==> config.mk <==
export PLATFORM = sky130hd
export DESIGN_NAME = pd_debug_chain
export DESIGN_NICKNAME = d
export VERILOG_FILES = /design/src/rtl/pd_debug_chain.sv
export SDC_FILE = /design/constraint.sdc
export NUM_CORES = 2
export LEC_CHECK = 0
export ABC_CLOCK_PERIOD_IN_PS = 47400
export BUFFER_PORTS_ARGS = -buffer_cell sky130_fd_sc_hd__clkbuf_2
export CAP_MARGIN = 10
export CORE_AREA = 5 5 764 766
export CTS_CLUSTER_DIAMETER = 30
export DETAILED_ROUTE_END_ITERATION = 7
export DIE_AREA = 0 0 769 771
export HOLD_SLACK_MARGIN = 0.06
export PLACE_DENSITY = 0.37
export REMOVE_ABC_BUFFERS = 1
export SLEW_MARGIN = 40
export SYNTH_ARGS = -nofsm -noshare
export SYNTH_HDL_FRONTEND = slang
export SYNTH_SLANG_ARGS = --single-unit
==> constraint.sdc <==
create_clock -name clk -period 47.4 [get_ports clk]
set_input_delay 2.37 -clock clk [delete_from_list [all_inputs] [get_ports clk]]
set_output_delay 2.37 -clock clk [all_outputs]
set_load 0.03 [all_outputs]
==> src/rtl/pd_debug_chain.sv <==
// pd_debug_chain: in-line packet-descriptor (PD) debug pipeline with NUM_STAGES stages.
// Each stage registers the PD once. It matches the PD against two masked value fields and keeps
// saturating hit and byte counters. It can capture one PD per arm. A match can also set the
// TRIG_BIT of the forwarded PD, so a stage further down the pipeline captures the same PD.
//
// Ports:
//   clk, rst            clock; asynchronous active-high reset
//   in_valid, in_pd     PD input (no backpressure, one PD per cycle)
//   cfg_f1_value/mask   per-stage field1 match value/mask, stage s at [s*PD_WIDTH +: PD_WIDTH]
//   cfg_f2_value/mask   per-stage field2 match value/mask
//   cfg_en              per stage 4 bits: [0] f1 en, [1] f2 en, [2] capture en, [3] trigger en
//   cap_clear           per-stage re-arm pulse
//   cnt_clear           clear all counters
//   rd_stage_sel        stage selected for readout
//   rd_word_sel         32-bit word of the captured PD selected for readout
//   out_valid, out_pd   PD output after the last stage
//   cap_pulse           per-stage one-cycle capture strobe
//   cap_valid           per-stage sticky "capture held" flag
//   rd_cap_word         selected captured word (registered)
//   rd_f1_cnt           selected stage field1 hit count (registered)
//   rd_f2_cnt           selected stage field2 hit count (registered)
//   rd_f1_bytes         selected stage field1 byte sum (registered)
module pd_debug_chain #(
    parameter int unsigned NUM_STAGES      = 3,
    parameter int unsigned PD_WIDTH        = 128,
    parameter int unsigned TRIG_BIT        = 113,
    parameter int unsigned PKT_SIZE_OFFSET = 0,
    parameter int unsigned PKT_SIZE_WIDTH  = 12,
    parameter int unsigned CNT_WIDTH       = 32,
    parameter int unsigned BCNT_WIDTH      = 48,
    localparam int unsigned NUM_WORDS      = (PD_WIDTH + 31) / 32,
    localparam int unsigned SSEL_W         = (NUM_STAGES > 1) ? $clog2(NUM_STAGES) : 1,
    localparam int unsigned WSEL_W         = (NUM_WORDS > 1) ? $clog2(NUM_WORDS) : 1
) (
    input  logic                             clk,
    input  logic                             rst,
    input  logic                             in_valid,
    input  logic [PD_WIDTH-1:0]              in_pd,
    input  logic [NUM_STAGES*PD_WIDTH-1:0]   cfg_f1_value,
    input  logic [NUM_STAGES*PD_WIDTH-1:0]   cfg_f1_mask,
    input  logic [NUM_STAGES*PD_WIDTH-1:0]   cfg_f2_value,
    input  logic [NUM_STAGES*PD_WIDTH-1:0]   cfg_f2_mask,
    input  logic [NUM_STAGES*4-1:0]          cfg_en,
    input  logic [NUM_STAGES-1:0]            cap_clear,
    input  logic                             cnt_clear,
    input  logic [SSEL_W-1:0]                rd_stage_sel,
    input  logic [WSEL_W-1:0]                rd_word_sel,
    output logic                             out_valid,
    output logic [PD_WIDTH-1:0]              out_pd,
    output logic [NUM_STAGES-1:0]            cap_pulse,
    output logic [NUM_STAGES-1:0]            cap_valid,
    output logic [31:0]                      rd_cap_word,
    output logic [CNT_WIDTH-1:0]             rd_f1_cnt,
    output logic [CNT_WIDTH-1:0]             rd_f2_cnt,
    output logic [BCNT_WIDTH-1:0]            rd_f1_bytes
);

    localparam int unsigned BSUM_W = BCNT_WIDTH + 1;
    localparam int unsigned PAD_W  = NUM_WORDS * 32;

    // Per-stage state gathered into packed arrays for chaining and readout.
    logic [NUM_STAGES-1:0]                 stage_v;
    logic [NUM_STAGES-1:0][PD_WIDTH-1:0]   stage_pd;
    logic [NUM_STAGES-1:0][PAD_W-1:0]      cap_pad;
    logic [NUM_STAGES-1:0][CNT_WIDTH-1:0]  f1_cnt_all;
    logic [NUM_STAGES-1:0][CNT_WIDTH-1:0]  f2_cnt_all;
    logic [NUM_STAGES-1:0][BCNT_WIDTH-1:0] f1_bytes_all;

    for (genvar s = 0; s < NUM_STAGES; s++) begin : g_stage
        logic [PD_WIDTH-1:0]       f1_val, f1_msk, f2_val, f2_msk;
        logic [3:0]                en;
        logic                      v_in;
        logic [PD_WIDTH-1:0]       pd_in;
        logic [PD_WIDTH-1:0]       fwd_pd;
        logic                      f1_hit, f2_hit, trig_in, cap_evt;
        logic [PKT_SIZE_WIDTH-1:0] pkt_size;
        logic [BSUM_W-1:0]         byte_sum;

        logic                      v_q;
        logic [PD_WIDTH-1:0]       pd_q;
        logic [PD_WIDTH-1:0]       cap_q, cap_d;
        logic                      cap_valid_q, cap_valid_d;
        logic                      cap_pulse_q;
        logic [CNT_WIDTH-1:0]      f1_cnt_q, f1_cnt_d;
        logic [CNT_WIDTH-1:0]      f2_cnt_q, f2_cnt_d;
        logic [BCNT_WIDTH-1:0]     f1_bytes_q, f1_bytes_d;

        assign f1_val = cfg_f1_value[s*PD_WIDTH +: PD_WIDTH];
        assign f1_msk = cfg_f1_mask[s*PD_WIDTH +: PD_WIDTH];
        assign f2_val = cfg_f2_value[s*PD_WIDTH +: PD_WIDTH];
        assign f2_msk = cfg_f2_mask[s*PD_WIDTH +: PD_WIDTH];
        assign en     = cfg_en[s*4 +: 4];

        if (s == 0) begin : g_head
            assign v_in  = in_valid;
            assign pd_in = in_pd;
        end else begin : g_body
            assign v_in  = stage_v[s-1];
            assign pd_in = stage_pd[s-1];
        end

        always_comb begin
            f1_hit   = v_in & en[0] & (((pd_in ^ f1_val) & f1_msk) == '0);
            f2_hit   = v_in & en[1] & (((pd_in ^ f2_val) & f2_msk) == '0);
            trig_in  = v_in & pd_in[TRIG_BIT];
            fwd_pd   = pd_in;
            fwd_pd[TRIG_BIT] = pd_in[TRIG_BIT] | (en[3] & f1_hit);
            // A re-arm in the same cycle as an event counts as armed, so the new PD is taken.
            cap_evt  = en[2] & (~cap_valid_q | cap_clear[s]) & (f1_hit | trig_in);
            pkt_size = pd_in[PKT_SIZE_OFFSET +: PKT_SIZE_WIDTH];
            byte_sum = {1'b0, f1_bytes_q} + BSUM_W'(pkt_size);
        end

        always_comb begin
            cap_d       = cap_q;
            cap_valid_d = cap_valid_q;
            if (cap_evt) begin
                cap_d       = pd_in;
                cap_valid_d = 1'b1;
            end else if (cap_clear[s]) begin
                cap_valid_d = 1'b0;
            end
        end

        // Saturating counters; cnt_clear overrides any increment in the same cycle.
        always_comb begin
            f1_cnt_d   = f1_cnt_q;
            f2_cnt_d   = f2_cnt_q;
            f1_bytes_d = f1_bytes_q;
            if (cnt_clear) begin
                f1_cnt_d   = '0;
                f2_cnt_d   = '0;
                f1_bytes_d = '0;
            end else begin
                if (f1_hit && (f1_cnt_q != '1)) begin
                    f1_cnt_d = f1_cnt_q + CNT_WIDTH'(1);
                end
                if (f2_hit && (f2_cnt_q != '1)) begin
                    f2_cnt_d = f2_cnt_q + CNT_WIDTH'(1);
                end
                if (f1_hit) begin
                    f1_bytes_d = byte_sum[BCNT_WIDTH] ? '1 : byte_sum[BCNT_WIDTH-1:0];
                end
            end
        end

        always_ff @(posedge clk or posedge rst) begin
            if (rst) begin
                v_q         <= 1'b0;
                pd_q        <= '0;
                cap_q       <= '0;
                cap_valid_q <= 1'b0;
                cap_pulse_q <= 1'b0;
                f1_cnt_q    <= '0;
                f2_cnt_q    <= '0;
                f1_bytes_q  <= '0;
            end else begin
                v_q         <= v_in;
                pd_q        <= fwd_pd;
                cap_q       <= cap_d;
                cap_valid_q <= cap_valid_d;
                cap_pulse_q <= cap_evt;
                f1_cnt_q    <= f1_cnt_d;
                f2_cnt_q    <= f2_cnt_d;
                f1_bytes_q  <= f1_bytes_d;
            end
        end

        assign stage_v[s]      = v_q;
        assign stage_pd[s]     = pd_q;
        assign cap_pad[s]      = PAD_W'(cap_q);
        assign f1_cnt_all[s]   = f1_cnt_q;
        assign f2_cnt_all[s]   = f2_cnt_q;
        assign f1_bytes_all[s] = f1_bytes_q;
        assign cap_pulse[s]    = cap_pulse_q;
        assign cap_valid[s]    = cap_valid_q;
    end

    assign out_valid = stage_v[NUM_STAGES-1];
    assign out_pd    = stage_pd[NUM_STAGES-1];

    // Readout mux; selectors that match no stage/word leave the zero default.
    logic [31:0]           rd_word_d, rd_word_q;
    logic [CNT_WIDTH-1:0]  rd_f1_d, rd_f1_q, rd_f2_d, rd_f2_q;
    logic [BCNT_WIDTH-1:0] rd_bytes_d, rd_bytes_q;

    always_comb begin
        rd_word_d  = '0;
        rd_f1_d    = '0;
        rd_f2_d    = '0;
        rd_bytes_d = '0;
        for (int s = 0; s < NUM_STAGES; s++) begin
            if (rd_stage_sel == SSEL_W'(s)) begin
                rd_f1_d    = f1_cnt_all[s];
                rd_f2_d    = f2_cnt_all[s];
                rd_bytes_d = f1_bytes_all[s];
                for (int w = 0; w < NUM_WORDS; w++) begin
                    if (rd_word_sel == WSEL_W'(w)) begin
                        rd_word_d = cap_pad[s][w*32 +: 32];
                    end
                end
            end
        end
    end

    always_ff @(posedge clk or posedge rst) begin
        if (rst) begin
            rd_word_q  <= '0;
            rd_f1_q    <= '0;
            rd_f2_q    <= '0;
            rd_bytes_q <= '0;
        end else begin
            rd_word_q  <= rd_word_d;
            rd_f1_q    <= rd_f1_d;
            rd_f2_q    <= rd_f2_d;
            rd_bytes_q <= rd_bytes_d;
        end
    end

    assign rd_cap_word = rd_word_q;
    assign rd_f1_cnt   = rd_f1_q;
    assign rd_f2_cnt   = rd_f2_q;
    assign rd_f1_bytes = rd_bytes_q;

endmodule

==> metrics <==
status=complete, no violations; Wirelength per Cell=approximately 46 um; Bufs and invs on worst path=6; pin count of the biggest net entering global routing=127; skew final=139 ps; Die Wd=769 um; gr usage total=approximately 25%; initial antenna violation count=between 500 and 600; Worst VDD drop=approximately 0.03 mV; residual DRC count=0; sequential-to-total area share from yosys stat=48.1%; via count of the first global-routing pass=66,505; r2r worst-path depth=10; synthesized area=65,400 um2; worst-margin pin slew=roughly 1000 ps; cell at the root of the clock tree=sky130_fd_sc_hd__clkbuf_16; area after detailed placement=86,900 um2; logic depth of the worst setup path including buffers=14; Tcrit/Tclk final=between 10% and 20%; post-CTS repair timing setup buffer count=0; CP max FO=39; Reg clk slew, reported paths=approximately 50 ps; RSZ-0062 raised after global routing=false; yosys warns=0; final weighted congestion of routability-driven global placement=approximately 1.0; main flop type after synthesis=sky130_fd_sc_hd__dfrtp_1; critical path's slowest cell=sky130_fd_sc_hd__nor3_4; headroom to the max-slew limit=30.8%; TritonCTS buffer count=408; share of final-layout standard cells stronger than drive strength 1=between 40% and 50%; cell breakdown of the critical path=clkbuf_2 > xor2_1 > a22oi_1 > nand4_1 > nor2_1 > nand4_1 > buf_4 > nor3_4 > o211ai_1 > buf_4 > buf_4 > buf_4 > buf_12 > mux2_1; area used by multi-input combinational logic=33,500 um2; async set-reset flop share out of synthesis=100%; TritonCTS clock tree=done; termination of the worst setup path=g_stage[0].cap_q[52]$_DFFE_PP0P_; number of top-level pins=approximately 2,000; flop-to-flop setup slack=about 42,000 ps; drt pass-1 iters=5; global-route wire length before repair=between 900,000 and 1,000,000 um; antenna violation net count after detailed routing=0; Port Buffer Count=a little under 2,000; sum of overflow across all layers after global routing=0; fin area=103,000 um2; number of nets in the layout=10,051; endpoint of the lowest-slack register-to-register path=g_stage[2].cap_q[80]$_DFFE_PP0P_; design internal power=3.42 mW; Lkg Pwr=between 40 and 50 nW; CP Capture Type=flop; Synth Register Bits=1,257; launching element of the worst setup path=in_pd[41]; most instantiated library cell after synthesis=sky130_fd_sc_hd__dfrtp_1; Resize count post-CTS=0; crit path DAT=7860 ps; Total Neg Setup Slack=0 ps; number of fill cells in the layout=between 60,000 and 70,000; Period minus WS final=roughly 7000 ps; Post-synth EDFFs=0; max cap viols=0; pins over their slew limit=0; category of the worst setup path launch point=input port; initial detailed-routing violation count=6,846; Highest Clock Rate=around 140 MHz; worst setup path class=in2reg; number of distinct library cells after synthesis=84; net switching component of the power=1.48 mW; depth of the CTS H-tree=5; Std-Cell Core Area=~580,000 um2; sequential group share of total power=around 26%; Max Buffers Root-to-Sink=4; CP most frequent cell=sky130_fd_sc_hd__buf_4; clock power share=59.4%; leading area contributor after synthesis=sky130_fd_sc_hd__dfrtp_1; top cells by count, synth=sky130_fd_sc_hd__dfrtp_1, sky130_fd_sc_hd__xor2_1, sky130_fd_sc_hd__a22oi_1, sky130_fd_sc_hd__nand2_1, sky130_fd_sc_hd__mux2_2; Clock Sink Count=between 1,000 and 1,500; largest cells by area after synthesis=sky130_fd_sc_hd__dfrtp_1, sky130_fd_sc_hd__xor2_1, sky130_fd_sc_hd__mux2_2, sky130_fd_sc_hd__a22oi_1, sky130_fd_sc_hd__mux4_2; clock network latency to the later pin of the worst-skew pair=1040 ps; register cell area after layout=around 32,000 um2; top cell type's share of synthesized area=48.1%; gate family responsible for the most delay along the worst path=buffers and inverters; number of standard-cell rows in the floorplan=about 280; Avg Cell Area, Syn=approximately 11 um2; DIE HEIGHT=about 770 um; worst hold stages=0; Layout Area Growth over Synthesis=56.9%; relative contribution of combinational cells to total power=between 10% and 20%; worst path required time=48,270 ps; full die area=593,000 um2; effective utilization at floorplan=between 10 and 15%; Hold-fix buffers, CTS=0; setup violation total in the final timing report=0; worst stage delay on the critical path=~650 ps; launch point of the worst reg-to-reg path=g_stage[1].pd_q[55]$_DFF_PP0_; Post-Route WL=between 700,000 and 800,000 um; Post-Syn Instances=approximately 5,900; HPWL after detailed placement=between 600,000 and 700,000 um; path category of the worst min-delay check=reg2reg; power density cells=approximately 48 nW/um2; final hold viol count=0; overall via count from detail_route=between 60,000 and 70,000; Vias/cell=between 4 and 5; overall power of the completed layout=between 4 and 5 mW; switching power share of the total=between 30% and 40%
cell type report:
type	instances	share of cell area, %
Clock inverter	220	3.22
Sequential cell	1257	30.7
Tap cell	7587	9.25
Antenna cell	247	0.602
Clock buffer	544	11.3
Timing Repair Buffer	2280	12.1
Inverter	59	0.228
Multi-Input combinational cell	4313	32.6
power groups by stage:
stage / clock (mW) / sequential (mW) / combinational (mW)
global route: 3.01 / 1.26 / 0.754
finish: 2.91 / 1.25 / 0.737
detailed placement: 0 / 1.27 / 0.743
CTS: 2.94 / 1.25 / 0.745
global placement: 0 / 1.26 / 0.739
floorplan: 0 / 1.25 / 0.222
flip-flops by register name, summed over array words and instances (netlist names), 48 cells and up:
| register | count |
|---|---|
| rd_f1_bytes | 48 |
| g_stage.f2_cnt_q | 96 |
| out_pd | 128 |
| g_stage.pd_q | 256 |
| g_stage.f1_bytes_q | 144 |
| g_stage.f1_cnt_q | 96 |
| g_stage.cap_q | 384 |
how the worst min path moves through the flow:
stage                                              from                   end  slack, ps
final                     g_stage[1].pd_q[69]$_DFF_PP0_  out_pd[69]$_DFF_PP0_        320
after global routing      g_stage[1].pd_q[69]$_DFF_PP0_  out_pd[69]$_DFF_PP0_        340
after CTS                 g_stage[1].pd_q[69]$_DFF_PP0_  out_pd[69]$_DFF_PP0_        320
after detailed placement  g_stage[1].pd_q[94]$_DFF_PP0_  out_pd[94]$_DFF_PP0_        370
after global placement    g_stage[1].pd_q[94]$_DFF_PP0_  out_pd[94]$_DFF_PP0_        370
after floorplan                g_stage[1].v_q$_DFF_PP0_   out_valid$_DFF_PP0_        390
through the flow:
step	util (%)	instances	setup WS (ps)	hold slack, ps
3_5_place_dp	15.1	15491	39130	370
4_1_cts	17.7	16255	40260	320
3_3_place_gp	15.0	15480	38610	371
6_report	17.8	16507	40410	325
2_1_floorplan	-	5629	9610	387
5_1_grt	17.8	16418	40240	340
per-layer routing:
| layer | global-route usage [%] | share of wire, % | vias up |
|---|---|---|---|
| met2 | 40.8 | 47 | 4136 |
| li1 | - | - | 27143 |
| met1 | 28.5 | 38 | 35249 |
| met3 | 6.72 | 7.7 | 1330 |
| met4 | 15.9 | 7.3 | 204 |
| met5 | 0 | 0.17 | - |
cells in the final DEF (no fill, tap or decap), types with 28 or more instances in the layout:
cell | netlist | routed
sky130_fd_sc_hd__a211oi_1 | 28 | 28
sky130_fd_sc_hd__a21o_1 | 40 | 40
sky130_fd_sc_hd__a21oi_1 | 188 | 188
sky130_fd_sc_hd__a22oi_1 | 477 | 470
sky130_fd_sc_hd__a311oi_1 | 54 | 54
sky130_fd_sc_hd__a31o_2 | 38 | 38
sky130_fd_sc_hd__and2_1 | 32 | 32
sky130_fd_sc_hd__and3_1 | 98 | 97
sky130_fd_sc_hd__and4_1 | 42 | 42
sky130_fd_sc_hd__buf_4 | 7 | 288
sky130_fd_sc_hd__bufinv_16 | 0 | 61
sky130_fd_sc_hd__clkbuf_1 | 175 | 55
sky130_fd_sc_hd__clkbuf_16 | 0 | 409
sky130_fd_sc_hd__clkbuf_2 | 2 | 1958
sky130_fd_sc_hd__clkbuf_8 | 0 | 81
sky130_fd_sc_hd__clkinv_2 | 0 | 89
sky130_fd_sc_hd__dfrtp_1 | 1257 | 1221
sky130_fd_sc_hd__dfrtp_2 | 0 | 33
sky130_fd_sc_hd__diode_2 | 0 | 247
sky130_fd_sc_hd__ha_1 | 42 | 42
sky130_fd_sc_hd__inv_1 | 59 | 58
sky130_fd_sc_hd__mux2_1 | 115 | 115
sky130_fd_sc_hd__mux2_2 | 348 | 348
sky130_fd_sc_hd__mux2i_1 | 154 | 151
sky130_fd_sc_hd__mux4_2 | 78 | 78
sky130_fd_sc_hd__nand2_1 | 380 | 376
sky130_fd_sc_hd__nand3_1 | 137 | 133
sky130_fd_sc_hd__nand4_1 | 221 | 221
sky130_fd_sc_hd__nor2_1 | 282 | 275
sky130_fd_sc_hd__nor2b_1 | 79 | 78
sky130_fd_sc_hd__nor3_1 | 82 | 79
sky130_fd_sc_hd__nor4_1 | 65 | 54
sky130_fd_sc_hd__o21ai_0 | 219 | 203
sky130_fd_sc_hd__or3_1 | 29 | 29
sky130_fd_sc_hd__xnor2_1 | 32 | 32
sky130_fd_sc_hd__xor2_1 | 787 | 723
sky130_fd_sc_hd__xor2_2 | 0 | 63
cells by family after synthesis:
logic type	Yosys count	synth area share, %
simple gates	1530	12.2
flops	1257	48.1
compound gates	1224	12.9
xor+xnor	819	11.0
mux	695	13.0
buf+inv	308	1.92
fa+ha+maj	45	0.896
Note: power is estimated with default switching activity, not from simulation.
